### src/rtl/pd_seq_ctrl.sv
// Power-domain sequencer for a power-gated datapath block: power-up settle, isolation release,
// drain of in-flight work, isolate, power-down, plus the isolated output clamp mux.
module pd_seq_ctrl #(
  parameter int             W           = 16,
  parameter int             SETTLE_CYC  = 4,
  parameter int             OFF_CYC     = 2,
  parameter int             DRAIN_MAX   = 64,
  parameter int             CLAMP_MODE  = 0,
  parameter logic [W-1:0]   CLAMP_CONST = {W{1'b0}}
) (
  input  logic         clk,
  input  logic         rst_n,
  input  logic         pwr_req,
  input  logic         start_in,
  input  logic         alu_busy,
  input  logic [W-1:0] alu_result,
  output logic         alu_pwr_en,
  output logic         iso_en,
  output logic         start_out,
  output logic [W-1:0] result,
  output logic [W-1:0] clamp_obs,
  output logic         pd_ready,
  output logic         drain_to,
  output logic [2:0]   state_obs
);

  localparam logic [2:0] S_OFF    = 3'd0;
  localparam logic [2:0] S_PWR_UP = 3'd1;
  localparam logic [2:0] S_ON     = 3'd2;
  localparam logic [2:0] S_DRAIN  = 3'd3;
  localparam logic [2:0] S_ISO    = 3'd4;
  localparam logic [2:0] S_PWR_DN = 3'd5;

  // One shared down-counter sized for the longest of the three timed phases.
  localparam int CMAX_A = (SETTLE_CYC > OFF_CYC) ? SETTLE_CYC : OFF_CYC;
  localparam int CMAX   = (DRAIN_MAX > CMAX_A) ? DRAIN_MAX : CMAX_A;
  localparam int CW     = (CMAX > 1) ? $clog2(CMAX) : 1;

  localparam logic [CW-1:0] SETTLE_LD = CW'(SETTLE_CYC - 1);
  localparam logic [CW-1:0] OFF_LD    = CW'(OFF_CYC - 1);
  localparam logic [CW-1:0] DRAIN_LD  = CW'(DRAIN_MAX - 1);
  localparam logic [CW-1:0] CNT_ZERO  = {CW{1'b0}};
  localparam logic [CW-1:0] CNT_ONE   = CW'(1);

  logic [2:0]    state_r;
  logic [2:0]    state_nx_s;
  logic [CW-1:0] cnt_r;
  logic [CW-1:0] cnt_nx_s;
  logic          timeout_s;
  logic          pwr_en_nx_s;
  logic          iso_nx_s;
  logic          alu_pwr_en_r;
  logic          iso_en_r;
  logic          drain_to_r;
  logic [W-1:0]  hold_r;
  logic [W-1:0]  clamp_s;

  function automatic logic [W-1:0] clamp_fn(input logic [W-1:0] hold);
    logic [W-1:0] v;
    case (CLAMP_MODE)
      32'sd0:  v = {W{1'b0}};
      32'sd1:  v = {W{1'b1}};
      32'sd2:  v = hold;
      32'sd3:  v = CLAMP_CONST;
      default: v = {W{1'b0}};
    endcase
    return v;
  endfunction

  // Next-state and counter decode; priority in DRAIN is request, then busy, then timeout.
  always_comb begin
    state_nx_s = state_r;
    cnt_nx_s   = cnt_r;
    timeout_s  = 1'b0;
    case (state_r)
      S_OFF: begin
        if (pwr_req) begin
          state_nx_s = S_PWR_UP;
          cnt_nx_s   = SETTLE_LD;
        end else begin
          state_nx_s = S_OFF;
        end
      end
      S_PWR_UP: begin
        if (!pwr_req) begin
          state_nx_s = S_PWR_DN;
          cnt_nx_s   = OFF_LD;
        end else if (cnt_r == CNT_ZERO) begin
          state_nx_s = S_ON;
        end else begin
          cnt_nx_s = cnt_r - CNT_ONE;
        end
      end
      S_ON: begin
        if (pwr_req) begin
          state_nx_s = S_ON;
        end else if (alu_busy) begin
          state_nx_s = S_DRAIN;
          cnt_nx_s   = DRAIN_LD;
        end else begin
          state_nx_s = S_ISO;
        end
      end
      S_DRAIN: begin
        if (pwr_req) begin
          state_nx_s = S_ON;
          cnt_nx_s   = CNT_ZERO;
        end else if (!alu_busy) begin
          state_nx_s = S_ISO;
        end else if (cnt_r == CNT_ZERO) begin
          state_nx_s = S_ISO;
          timeout_s  = 1'b1;
        end else begin
          cnt_nx_s = cnt_r - CNT_ONE;
        end
      end
      S_ISO: begin
        state_nx_s = S_PWR_DN;
        cnt_nx_s   = OFF_LD;
      end
      S_PWR_DN: begin
        if (cnt_r == CNT_ZERO) begin
          state_nx_s = S_OFF;
        end else begin
          cnt_nx_s = cnt_r - CNT_ONE;
        end
      end
      default: begin
        state_nx_s = S_OFF;
        cnt_nx_s   = CNT_ZERO;
      end
    endcase
  end

  // Power and isolation controls decoded from the next state so they change with the state flop.
  always_comb begin
    pwr_en_nx_s = 1'b0;
    iso_nx_s    = 1'b1;
    case (state_nx_s)
      S_PWR_UP: begin pwr_en_nx_s = 1'b1; iso_nx_s = 1'b1; end
      S_ON:     begin pwr_en_nx_s = 1'b1; iso_nx_s = 1'b0; end
      S_DRAIN:  begin pwr_en_nx_s = 1'b1; iso_nx_s = 1'b0; end
      S_ISO:    begin pwr_en_nx_s = 1'b1; iso_nx_s = 1'b1; end
      default:  begin pwr_en_nx_s = 1'b0; iso_nx_s = 1'b1; end
    endcase
  end

  // State, counter and registered control outputs.
  always_ff @(posedge clk or negedge rst_n) begin
    if (!rst_n) begin
      state_r      <= S_OFF;
      cnt_r        <= CNT_ZERO;
      alu_pwr_en_r <= 1'b0;
      iso_en_r     <= 1'b1;
      drain_to_r   <= 1'b0;
    end else begin
      state_r      <= state_nx_s;
      cnt_r        <= cnt_nx_s;
      alu_pwr_en_r <= pwr_en_nx_s;
      iso_en_r     <= iso_nx_s;
      drain_to_r   <= timeout_s;
    end
  end

  // Hold register tracks the result while unisolated and freezes once isolation is on.
  always_ff @(posedge clk or negedge rst_n) begin
    if (!rst_n) begin
      hold_r <= {W{1'b0}};
    end else if (!iso_en_r) begin
      hold_r <= alu_result;
    end else begin
      hold_r <= hold_r;
    end
  end

  assign clamp_s    = clamp_fn(hold_r);
  assign alu_pwr_en = alu_pwr_en_r;
  assign iso_en     = iso_en_r;
  assign drain_to   = drain_to_r;
  assign state_obs  = state_r;
  assign pd_ready   = (state_r == S_ON);
  assign start_out  = start_in & (state_r == S_ON);
  assign clamp_obs  = clamp_s;
  assign result     = iso_en_r ? clamp_s : alu_result;

endmodule

### config.mk
export PLATFORM = sky130hd
export DESIGN_NAME = pd_seq_ctrl
export DESIGN_NICKNAME = d
export VERILOG_FILES = /design/src/rtl/pd_seq_ctrl.sv
export SDC_FILE = /design/constraint.sdc
export NUM_CORES = 1
export LEC_CHECK = 0
export ABC_AREA = 1
export CAP_MARGIN = 10
export CORE_ASPECT_RATIO = 1.25
export CORE_MARGIN = 2
export CORE_UTILIZATION = 41
export CTS_BUF_LIST = sky130_fd_sc_hd__clkbuf_4
export CTS_CLUSTER_DIAMETER = 60
export DETAILED_ROUTE_END_ITERATION = 10
export GPL_ROUTABILITY_DRIVEN = 0
export GPL_TIMING_DRIVEN = 0
export PLACE_DENSITY = 0.83
export SYNTH_ARGS = -nofsm -noshare
export SYNTH_HDL_FRONTEND = slang
export SYNTH_SLANG_ARGS = --single-unit
### constraint.sdc
create_clock -name clk -period 1.8 [get_ports clk]
set_clock_uncertainty 0.05 [all_clocks]
set_input_delay 0.27 -clock clk [delete_from_list [all_inputs] [get_ports clk]]
set_output_delay 0.27 -clock clk [all_outputs]
set_load 0.005 [all_outputs]
==> results of run 1 <==
[cell type report]
class                      instances  area, um2
sequential                        12        302
clock buffer                       4       30.0
multi-input combinational        127        613
timing repair buffer              56        551
buffer                            20        171
fill                             243        827
inverter                          37        144
tap                               34       42.5
[worst min-delay path by stage]
stage	from	end	slack, ns	cells past startpoint
finish	rst_n	cnt_r[0]$_DFFE_PN0P_	0.28	1
global route	rst_n	cnt_r[2]$_DFFE_PN0P_	0.33	1
CTS	rst_n	cnt_r[2]$_DFFE_PN0P_	0.31	1
detailed placement	cnt_r[1]$_DFFE_PN0P_	cnt_r[1]$_DFFE_PN0P_	0.42	2
global placement	cnt_r[1]$_DFFE_PN0P_	cnt_r[1]$_DFFE_PN0P_	0.41	2
floorplan	rst_n	alu_pwr_en$_DFF_PN0_	-0.08	0
[layer usage]
metal | share of wire (%) | GRT usage, % | up-vias
li1 | - | - | 665
met1 | 36 | 20.5 | 592
met2 | 57 | 37.2 | 44
met3 | 6.3 | 5.45 | 2
met4 | 0.70 | 2.96 | 0
met5 | 0 | 0 | -
[cell usage after synthesis (all sizes together)]
cell type / n
xor2: 2
nor3: 2
conb: 1
nor4: 1
dfrtp: 11
inv: 37
dfstp: 1
a21oi: 7
ha: 1
o21bai: 1
clkbuf: 3
o21ai: 11
nand3: 10
nand2: 37
nor2: 36
nand3b: 1
nand4: 2
buf: 18
[kinds of logic (layout without fill, tap and decap cells)]
| group | Yosys count | in the layout |
|---|---|---|
| AND/OR/NAND/NOR | 89 | 89 |
| buffers and inverters | 58 | 117 |
| AO/OA/AOI/OAI | 19 | 19 |
| flip-flops | 12 | 12 |
| XOR/XNOR | 2 | 2 |
| adder cells (fa/ha/maj) | 1 | 1 |
| other | 1 | 16 |
[registers in the layout (all words and copies together), names as in the netlist]
| register | cells |
|---|---|
| iso_en | 1 |
| alu_pwr_en | 1 |
| drain_to | 1 |
| cnt_r | 6 |
| state_obs | 3 |
[worst register-to-register path, stage by stage (launching register included)]
cell and delay, ns:
dfrtp_1 0.41, inv_1 0.10, ha_2 0.21, nand3_2 0.09, buf_6 0.15, a21oi_1 0.15, nand2_1 0.08, nor2_2 0.12
nand3_1 0.09, nand2_1 0.08, inv_1 0.04
[metrics by stage]
stage	total power, mW	hold WS (ns)	setup TNS [ns]	cell area, um2
after floorplan	1.48	-0.0756	0	1210
after global placement	1.94	0.414	-1.98	1690
after detailed placement	1.96	0.424	-1.75	1690
after CTS	2.24	0.315	0	1770
after global routing	2.56	0.329	0	1850
final	2.33	0.284	0	1850
[where the power goes]
part           switching [mW]  internal, mW
registers               0.101         0.378
logic                   0.864         0.792
clock network          0.0967         0.101
total                    1.06          1.27
[what timing repair did]
item | 4_1_cts | 5_1_grt
setup buffers | 6 | 6
pin swaps | 1 | 1
resized for setup | 18 | 14
endpoints found under the setup margin | 18 | 13
endpoints found under the hold margin | 0 | 0
==> run summary, run 1 <==
Status: completed
CTS Sinks: 12
Max-Cap Viols: 0
Vias in the first global route: 1213
Worst Hold Class: input pin to asynchronous set/reset pin
FF-to-FF setup slack: 0.13 ns
Residual DRC: 0
Area delta synth->final: 60.6%
Slew HR: 63.2%
Root buffer cell: clkbuf_4
Post-synth top area share: 23.9%
Die area: 3260 um2
Worst-path cell chain: clkbuf_8 > inv_6 > nand2_4 > nor2_4 > buf_4 > buf_6 > clkdlybuf4s15_1
Syn Inst Count: 182
Antenna violations before repair: 0
Final setup fails: 0
Gate family responsible for the most delay along the worst path: buffers and inverters
Synth Area in Simple Gates: 35.6%
DIE WIDTH: 51.4 um
Peak supply drop: 0.984 mV
Crit path largest cell delay: 0.39 ns
XOR/XNOR Fraction of Synth Area: 1.52%
Hold_buf cts: 0
Synth Warn #: 0
First-pass GRT wire length: 5000 um
Wirelength per Cell: 10.4 um
Mux cell area share after synthesis: 0%
Commonest non-fill, non-tap cell in the layout: nand2_1
Initial Util: 43.0%
Largest net degree at the start of global routing: 13
Setup crit end: pd_ready
Synth top area cells: dfrtp_1 24%, nand2_1 11%, buf_4 10%
Antenna viol nets, final: 0
Synth Area in Adders: 1.08%
H-Tree Depth: 1
Synth Area in Compound Gates: 9.11%
Total CTS buffers: 3
GRT Overall Usage: 19.4%
Pins Over Slew Limit: 0
Total Wirelength: 3010 um
Worst EP arrival: 1.41 ns
CTS tree: built
IO Count: 61
Achievable frequency: 578 MHz
Setup Crit Path Kind: register to primary output
Vias per cell: 4.49
Post-Place Setup Slack: -0.182 ns
Ant diodes: 0
WP buf/inv: 5
Clock Pin Slew Worst Setup and Hold Paths: 0.08 ns
Syn Area/Cell: 6.34 um2
Commonest cells after routing, fill and taps aside: 33 x nand2_1, 32 x inv_1, 31 x nor2_1
Layout cells sized above 1: 22.3%
Post-synthesis sequential area ratio: 26.1%
Worst-path fanout max: 5
Worst Reg-to-Reg Cells: 10
Worst EP required: 1.48 ns
LEAKAGE: 1.20 nW
Placed Cells: 275
Yosys top cell by area: dfrtp_1
Power per standard cell area: 1260 nW/um2
Initial DRC Count: 25
Non-filler cells, final: 290
Port Buf Inserts: 44
Final core occ: 69.1%
Crit. Startpoint: state_obs[2]$_DFF_PN0_
Overflow after GRT: 0
Nets@finish: 279
Critical Path Start Type: register
Crit path depth: 7
Vias: 1303
Slew at the pin with the worst max-slew slack: 0.551 ns
Hpwl dp: 2260 um
CTS Buffer Depth: 2
Reg2reg end: alu_pwr_en$_DFF_PN0_
Die H: 63.3 um
Core Region: 2680 um2
Final WS setup: 0.0692 ns
RSZ-0062 raised after global routing: no
CP max stage cell: dfrtp_1
Worst R2R Start: cnt_r[0]$_DFFE_PN0P_
Largest family of logic cells by synthesized area: simple AND/OR/NAND/NOR gates
Final min period: 1.73 ns
Placement row count: 21
Seq cells post-synth: 12
Distinct cells, synth: 27
Clock latency reported for the late side of the worst-skew pair: 0.29 ns
1st-pass router iterations: 5
Final hold vios: 0
Worst setup EP type: primary output
Post-Syn Area: 1150 um2
Crit share post-route: 96.2%
Note: power is estimated with default switching activity, not from simulation.
==> run 2, diff against run 1 <==
--- a/config.mk
+++ b/config.mk
@@ -14,7 +14,6 @@
 export CTS_CLUSTER_DIAMETER = 60
 export DETAILED_ROUTE_END_ITERATION = 10
 export GPL_ROUTABILITY_DRIVEN = 0
-export GPL_TIMING_DRIVEN = 0
 export PLACE_DENSITY = 0.83
 export SYNTH_ARGS = -nofsm -noshare
 export SYNTH_HDL_FRONTEND = slang
==> run summary, run 2 (synthesis gave the netlist of run 1 again) <==
Status: completed
Layout cells sized above 1: 13.7% (-8.6 points)
Final min period: 1.76 ns (+0.0247 ns)
Achievable frequency: 570 MHz (-1.4%)
First-pass GRT wire length: 4460 um (-11%)
Final setup fails: 0 (unchanged)
Post-Place Setup Slack: 0.0256 ns (+0.208 ns)
Nets@finish: 257 (-7.9%)
Initial Util: 43.0% (unchanged)
Worst EP arrival: 1.44 ns (+0.03 ns)
Vias: 1218 (-6.5%)
Clock Pin Slew Worst Setup and Hold Paths: 0.08 ns (about the same)
GRT Overall Usage: 17.6% (-1.8 points)
Final hold vios: 0 (unchanged)
DIE WIDTH: 51.4 um (unchanged)
Fillers: 253 (+4.1%)
Vias per cell: 4.54 (+1.2%)
Die area: 3260 um2 (unchanged)
Vias in the first global route: 1081 (-11%)
Clock latency reported for the late side of the worst-skew pair: 0.28 ns (about the same)
Core Region: 2680 um2 (unchanged)
Root buffer cell: clkbuf_4
Post-DP Area: 1570 um2 (-7.5%)
Placement row count: 21 (unchanged)
Commonest non-fill, non-tap cell in the layout: nand2_1
GRT busiest layer: met2
Ant diodes: 0 (unchanged)
LEAKAGE: 1.04 nW (-13%)
Number of flip-flops in the largest register: 6 (unchanged)
Reg with most FFs: cnt_r
Final WS setup: 0.0444 ns (-0.0247 ns)
1st-pass router iterations: 4 (-1)
Antenna violations before repair: 0 (unchanged)
Crit share post-route: 97.5% (+1.4 points)
IO Count: 61 (unchanged)
Worst Reg-to-Reg Cells: 9 (-1)
CTS Sinks: 12 (unchanged)
Area delta synth->final: 44.9%
Worst setup EP type: primary output
Slew at the pin with the worst max-slew slack: 0.556 ns (+0.00577 ns)
M2 GR Usage: 30.6% (-6.6 points)
Worst-path fanout max: 14 (+9)
Total Wirelength: 2720 um (-9.7%)
Largest net degree at the start of global routing: 18 (+5)
Peak supply drop: 0.840 mV (-15%)
Initial DRC Count: 19 (-24%)
CTS Buffer Depth: 2 (unchanged)
WHS: 0.289 ns (+0.00504 ns)
H-Tree Depth: 1 (unchanged)
Reg2reg end: alu_pwr_en$_DFF_PN0_
Commonest cells after routing, fill and taps aside: 33 x nand2_1, 32 x inv_1, 31 x nor2_1, 31 x clkdlybuf4s50_1, 16 x conb_1
Total CTS buffers: 3 (unchanged)
Met3 usage: 2.84% (-2.6 points)
Port Buf Inserts: 44 (unchanged)
Met1 Use GR: 21.1% (+0.60 points)
Max-Cap Viols: 0 (unchanged)
Die H: 63.3 um (unchanged)
Critical Path Start Type: register
Worst R2R Start: cnt_r[0]$_DFFE_PN0P_
Slew HR: 62.8% (-0.39 points)
Antenna viol nets, final: 0 (unchanged)
Worst Hold Class: input pin to asynchronous set/reset pin
Design Area, Final: 1670 um2 (-9.8%)
CTS tree: built
Hpwl dp: 2230 um (-1.1%)
Overflow after GRT: 0 (unchanged)
Setup Crit Path Kind: register to primary output
Wirelength per Cell: 10.1 um (-2.3%)
Residual DRC: 0 (unchanged)
Worst EP required: 1.48 ns (about the same)
Pins Over Slew Limit: 0 (unchanged)
Power per standard cell area: 1310 nW/um2 (+3.9%)
FF-to-FF setup slack: 0.19 ns (+0.06 ns)
==> run 2: metrics by stage <==
step	total power, mW	setup TNS (ns)	std cells	util [%]
global route	2.40	-0.00184	268	62.4
CTS	2.16	0	265	60.3
finish	2.19	0	268	62.4
global placement	1.91	0	259	58.5
floorplan	1.48	0	197	-
detailed placement	1.93	0	259	58.5
==> run 2: worst max-delay path by stage <==
stage | startpoint | endpoint | slack (ns) | depth (start not counted)
finish | iso_en$_DFF_PN1_ | result[10] | 0.04 | 3
global route | iso_en$_DFF_PN1_ | result[10] | -0.0009 | 3
CTS | iso_en$_DFF_PN1_ | result[14] | 0.009 | 3
detailed placement | pwr_req | alu_pwr_en$_DFF_PN0_ | 0.03 | 9
global placement | pwr_req | alu_pwr_en$_DFF_PN0_ | 0.09 | 9
floorplan | cnt_r[0]$_DFFE_PN0P_ | alu_pwr_en$_DFF_PN0_ | 0.33 | 10
==> run 2: critical path, stage by stage (launching register included) <==
cell and delay (ns):
dfstp_2 0.55, buf_12 0.13, nor2_1 0.05, clkdlybuf4s50_1 0.44
==> run 2: metal layers <==
metal  wire length, um  share of wire [%]
met1              1060                 39
met2              1420                 52
met3               194                7.1
met4                38                1.4
met5                 0                  0
==> run 2: layout make-up <==
cell class	instances	area (um2)	share of cell area [%]
Multi-Input combinational cell	127	613	36.7
Timing Repair Buffer	54	549	32.9
Sequential cell	12	302	18.0
Clock inverter	1	3.75	0.225
Tap cell	34	42.5	2.54
Clock buffer	3	22.5	1.35
Inverter	37	139	8.31
==> run 2: where the power goes <==
part	internal, mW	switching [mW]
registers	0.378	0.0746
logic	0.711	0.845
clock network	0.0806	0.0966
total	1.17	1.02
==> run 2: what timing repair did <==
item                       4_1_cts  5_1_grt
setup buffers                    2        3
gates resized for setup          3       11
hold buffers                     0        0
setup endpoints to repair       19       17
